==> config.mk <==
export PLATFORM = sky130hd
export DESIGN_NAME = quad_lo_gen
export DESIGN_NICKNAME = d
export VERILOG_FILES = /design/src/rtl/quad_lo_pkg.sv /design/src/rtl/quad_lo_rom.sv /design/src/rtl/quad_lo_gen.sv
export SDC_FILE = /design/constraint.sdc
export NUM_CORES = 1
export LEC_CHECK = 0
export ABC_AREA = 1
export CAP_MARGIN = 20
export CORE_MARGIN = 4
export CORE_UTILIZATION = 40
export DETAILED_ROUTE_END_ITERATION = 16
export GPL_TIMING_DRIVEN = 0
export HOLD_SLACK_MARGIN = 0.05
export PLACE_DENSITY = 0.75
export SLEW_MARGIN = 25
export SYNTH_ARGS = -nofsm -noshare
export SYNTH_HDL_FRONTEND = slang
export SYNTH_SLANG_ARGS = --single-unit
==> constraint.sdc <==
create_clock -name clk -period 1.6 [get_ports clk]
set_clock_uncertainty 0.2 [all_clocks]
set_input_delay 0.32 -clock clk [delete_from_list [all_inputs] [get_ports clk]]
set_output_delay 0.32 -clock clk [all_outputs]
set_load 0.05 [all_outputs]
==> src/rtl/quad_lo_pkg.sv <==
// Shared types and elaboration-time helpers for the quadrature LO generator.
// The QUAD_LO_DIR_EN macro (see quad_lo_gen) enables reverse rotation.
package quad_lo_pkg;

    typedef enum logic [1:0] {IDLE, RUN, HOLD} lo_state_t;

    localparam int PHASES_MIN = 4;
    localparam int PHASES_MAX = 8;

    function automatic bit phases_legal(input int phases);
        return (phases == PHASES_MIN) || (phases == PHASES_MAX);
    endfunction

    // Full-scale amplitude of a signed sample of the given width.
    function automatic int lo_amp(input int out_w);
        return (1 << (out_w - 1)) - 1;
    endfunction

    // round(A * 0.70710678) in integer arithmetic, evaluated at elaboration.
    function automatic int lo_diag(input int out_w);
        longint a;
        a = longint'(lo_amp(out_w));
        return int'((a * 64'sd70710678 + 64'sd50000000) / 64'sd100000000);
    endfunction

endpackage

==> src/rtl/quad_lo_rom.sv <==
// Combinational phase-index to (cos, sin) lookup for 4- or 8-step LO tables.
module quad_lo_rom
    import quad_lo_pkg::*;
#(
    parameter int OUT_W  = 2,
    parameter int PHASES = 4,
    parameter int IDX_W  = $clog2(PHASES)
) (
    input  logic        [IDX_W-1:0] idx,
    output logic signed [OUT_W-1:0] cos_v,
    output logic signed [OUT_W-1:0] sin_v
);

    localparam logic signed [OUT_W-1:0] AMP  = OUT_W'(lo_amp(OUT_W));
    localparam logic signed [OUT_W-1:0] DIAG = OUT_W'(lo_diag(OUT_W));

    always_comb begin
        cos_v = AMP;
        sin_v = '0;
        if (PHASES == PHASES_MAX) begin
            case (int'(idx))
                1: begin cos_v =  DIAG; sin_v =  DIAG; end
                2: begin cos_v =  '0;   sin_v =  AMP;  end
                3: begin cos_v = -DIAG; sin_v =  DIAG; end
                4: begin cos_v = -AMP;  sin_v =  '0;   end
                5: begin cos_v = -DIAG; sin_v = -DIAG; end
                6: begin cos_v =  '0;   sin_v = -AMP;  end
                7: begin cos_v =  DIAG; sin_v = -DIAG; end
                default: begin cos_v = AMP; sin_v = '0; end
            endcase
        end else begin
            case (int'(idx))
                1: begin cos_v =  '0;  sin_v =  AMP; end
                2: begin cos_v = -AMP; sin_v =  '0;  end
                3: begin cos_v =  '0;  sin_v = -AMP; end
                default: begin cos_v = AMP; sin_v = '0; end
            endcase
        end
    end

endmodule

==> src/rtl/quad_lo_gen.sv <==
// Quadrature LO generator: steps a phase index every (dwell+1) enabled cycles.
// Define QUAD_LO_DIR_EN to add the dir port and decrementing rotation.
module quad_lo_gen
    import quad_lo_pkg::*;
#(
    parameter int OUT_W  = 2,
    parameter int CNT_W  = 8,
    parameter int PHASES = 4
) (
    input  logic                          clk,
    input  logic                          reset,
    input  logic                          en,
    input  logic                          sync,
    input  logic        [CNT_W-1:0]       dwell,
`ifdef QUAD_LO_DIR_EN
    input  logic                          dir,
`endif
    output logic signed [OUT_W-1:0]       cos_out,
    output logic signed [OUT_W-1:0]       sin_out,
    output logic [$clog2(PHASES)-1:0]     phase_idx,
    output logic                          step_stb,
    output logic                          wrap_stb
);

    localparam int IDX_W = $clog2(PHASES);
    localparam logic signed [OUT_W-1:0] AMP = OUT_W'(lo_amp(OUT_W));

    lo_state_t                 state;
    logic        [CNT_W-1:0]   cnt;
    logic        [IDX_W-1:0]   nxt_idx;
    logic signed [OUT_W-1:0]   rom_cos;
    logic signed [OUT_W-1:0]   rom_sin;

    // Index the phase table with the upcoming index so outputs register with it.
    always_comb begin
`ifdef QUAD_LO_DIR_EN
        nxt_idx = dir ? (phase_idx - IDX_W'(1)) : (phase_idx + IDX_W'(1));
`else
        nxt_idx = phase_idx + IDX_W'(1);
`endif
    end

    quad_lo_rom #(
        .OUT_W  (OUT_W),
        .PHASES (PHASES),
        .IDX_W  (IDX_W)
    ) u_rom (
        .idx   (nxt_idx),
        .cos_v (rom_cos),
        .sin_v (rom_sin)
    );

    // Every enabled cycle counts, whether entering from IDLE, HOLD or staying in RUN.
    always_ff @(posedge clk or posedge reset) begin
        if (reset) begin
            state     <= IDLE;
            cnt       <= '0;
            phase_idx <= '0;
            cos_out   <= AMP;
            sin_out   <= '0;
            step_stb  <= 1'b0;
            wrap_stb  <= 1'b0;
        end else if (sync) begin
            state     <= IDLE;
            cnt       <= '0;
            phase_idx <= '0;
            cos_out   <= AMP;
            sin_out   <= '0;
            step_stb  <= 1'b0;
            wrap_stb  <= 1'b0;
        end else begin
            step_stb <= 1'b0;
            wrap_stb <= 1'b0;
            if (en) begin
                state <= RUN;
                // >= lets a lowered dwell force an immediate step.
                if (cnt >= dwell) begin
                    cnt       <= '0;
                    phase_idx <= nxt_idx;
                    cos_out   <= rom_cos;
                    sin_out   <= rom_sin;
                    step_stb  <= 1'b1;
                    wrap_stb  <= (nxt_idx == '0);
                end else begin
                    cnt <= cnt + CNT_W'(1);
                end
            end else if (state == RUN) begin
                state <= HOLD;
            end
        end
    end

endmodule

==> metrics.md <==
| Metric | Value |
|---|---|
| Post-synth top area cell | `dfrtp_1` |
| Count leader, synth | `nand2_1` |
| Setup TNS Final | `-1.585 ns` |
| YS warnings | `0` |
| Met1 Use GR | `0.1877` |
| Height of the die | `57.96 µm` |
| Hold/Removal Path Class | `in -> async` |
| XOR/XNOR share of the synthesized area | `0.05263` |
| Ranking of synthesized cells by area | `dfrtp_1 35%, ha_1 15%, nand2_1 9.4%` |
| Post-synthesis mux area share | `0` |
| Met3 usage | `0.02227` |
| First-pass GRT wire length | `3946 µm` |
| Status | `complete, but fails checks` |
| Largest net degree at the start of global routing | `16` |
| Cell count after synthesis | `120` |
| Yosys reg bits | `15` |
| Sequential element share of the synthesized area | `0.3772` |
| DP HPWL | `1571 µm` |
| CTS Buffer Depth | `2` |
| Yosys cell types | `22` |
| Synth Flop Type | `dfrtp_1` |
| Synth async-reset ratio | `1.000` |
| Period utilization | `1.086` |
| Row count | `17` |
| Layout net count | `180` |
| Die width | `57.96 µm` |
| GR Util All Layers | `0.1516` |
| IO Port Bufs | `19` |
| Max Clk Rate | `575.6 MHz` |
| Placed instance count | `167` |
| Filler cells | `between 150 and 200` |
| DRC | `0` |
| Non-filler instance count after layout | `183` |
| Reg-to-reg startpoint | `cnt[3]$_DFFE_PP0P_` |
| Total power | `0.0009790 W` |
| Avg Inst Size Synth | `around 8.3 µm²` |
| Met2 Use GR | `0.2548` |
| TritonCTS Sinks | `15` |
| WL per Instance | `13.09 µm` |
| # Max-Cap Violations | `0` |
| Ant diodes | `0` |
| Worst vdd ir | `0.3691 mV` |
| Number of synthesized flops with an enable pin | `0` |
| Crit. End Element | `register` |
| Leakage | `approximately 0.77 nW` |
| Grt peak-use layer | `met2` |
| Final hold violation count | `0` |
| Vias in the first global route | `929` |
| Post-Syn Nets | `~140` |
| Worst reg-to-reg path cell count | `8` |
| Post-synth top cells | `25 x nand2_1, 21 x inv_1, 14 x dfrtp_1` |
| Compound-cell area share of the yosys netlist | `0.03258` |
| Total grt overflow | `0` |
| Die Area | `3359 µm²` |
| Final wirelength | `2395 µm` |
| Clock Latency Late Sink | `0.29 ns` |
| Clock-pin slew on the worst setup and hold paths | `0.10 ns` |
| Drt via density | `4.956` |
| CTS tree | `built` |
| CP Launch Type | `register` |
| Initial Util | `0.4346` |
| Final Max Slew Viols | `0` |
| Hold slack final | `0.1800 ns` |
| R2R Setup Slk | `-0.14 ns` |
| Worst slew pin tran | `roughly 0.58 ns` |
| Dominant combinational cell family by area after synthesis | `simple AND/OR/NAND/NOR gates` |
| Via count | `907` |
| # H-tree levels | `1` |
| Failing checks | `negative setup slack` |
| Num ports | `20` |
| CP Max Fanout | `3` |
| Routability cong. | `0.8487` |
| Final min period | `1.737 ns` |
| Num CTS Buffers | `3` |
| CP required | `1.60 ns` |
| Slew HR | `0.6143` |
| Root Driver | `clkbuf_4` |
| Hold_buf cts | `0` |
| Final core occ | `0.6688` |
| Critical Setup Path Class | `reg -> reg` |
| Final setup fails | `15` |
| Detail Route Antenna Nets | `0` |
| Arr. time, crit path | `around 1.7 ns` |
| Area delta synth->final | `53.88%` |
| Adder-Cell Fraction of Synth Area | `0.1504` |
| Share of layout cells above drive strength 1 | `0.4839` |
| DR iter-0 viols | `19` |
| Synth Area in Simple Gates | `0.2932` |
| RSZ-0062 raised after global routing | `yes` |
| Initial antenna violation count | `0` |
| Core area | `approximately 2300 µm²` |
| Mapped Area | `998.5 µm²` |
| Pwr/cell area | `637.2 nW/µm²` |
| Detailed Routing Iterations Pass 1 | `4` |
| R2r endpoint | `phase_idx[1]$_DFFE_PP0P_` |
| Final WS setup | `-0.1375 ns` |
| Synth top area share | `0.3509` |
sequential cells by signal, summed over array words and instances (netlist names):
register and cells:
cnt 8, step_stb 1, cos_out 2, phase_idx 1, sin_out 2, wrap_stb 1
report_power, final:
group          internal (W)  total (W)  switching [W]
clock network     0.0000931   0.000224       0.000131
logic              0.000149   0.000324       0.000175
registers          0.000408   0.000431      0.0000227
layout by cell type, fill, tap and decap left out, types with 6 or more instances in the layout:
cell and instances:
inv_2 11, ha_4 7, inv_1 12, nor2_2 7
dlygate4sd2_1 7, nand2_1 17, nand3_1 6, buf_4 13
dfrtp_1 10
how the worst max path moves through the flow:
stage | end | cells after the start | from
6_report | phase_idx[1]$_DFFE_PP0P_ | 8 | cnt[3]$_DFFE_PP0P_
5_1_grt | sin_out[0]$_DFFE_PP0P_ | 8 | cnt[3]$_DFFE_PP0P_
4_1_cts | cnt[3]$_DFFE_PP0P_ | 10 | cnt[2]$_DFFE_PP0P_
3_5_place_dp | cnt[5]$_DFFE_PP0P_ | 9 | dwell[7]
3_3_place_gp | cnt[5]$_DFFE_PP0P_ | 9 | dwell[7]
2_1_floorplan | sin_out[0]$_DFFE_PP0P_ | 8 | cnt[7]$_DFFE_PP0P_
stage by stage:
step / cell area [µm²] / setup slack [ns]
floorplan: 1015 / 0.005790
global placement: 1240 / -0.5143
detailed placement: 1240 / -0.5806
CTS: 1435 / -0.1359
global route: 1536 / -0.2113
finish: 1536 / -0.1375
timing repair:
action,in CTS,in global routing
gates resized for setup,71,17
setup endpoints to repair,23,17
setup buffers,8,4
pin swaps,23,12
critical path, cell delays in order, from the launching register on:
cell,delay (ns)
dfrtp_2,0.45
ha_4,0.24
a21oi_2,0.14
nand2_1,0.09
nand2_2,0.10
nand3_4,0.13
buf_4,0.16
nand3b_1,0.07
nand2_1,0.05
cells by family after synthesis:
kind of cell / Yosys count
buffers and inverters: 24
AND/OR/NAND/NOR: 57
flip-flops: 15
XOR/XNOR: 6
adder cells (fa/ha/maj): 12
AO/OA/AOI/OAI: 6
metal layers:
metal,up-vias,part of all wire
met5,-,0
met4,0,0.017
met3,5,0.033
met2,21,0.52
met1,432,0.43
li1,449,-
final cells by class:
class | instances | area, µm² | area share
Inverter | 23 | 86.33 | 0.05619
Clock buffer | 3 | 22.52 | 0.01466
Buffer | 1 | 7.507 | 0.004886
Tap cell | 28 | 35.03 | 0.02280
Sequential cell | 15 | 381.6 | 0.2484
Timing Repair Buffer | 31 | 282.8 | 0.1840
Multi-Input combinational cell | 81 | 715.7 | 0.4658
Clock inverter | 1 | 5.005 | 0.003257
Power figures use the tool's default switching activity.
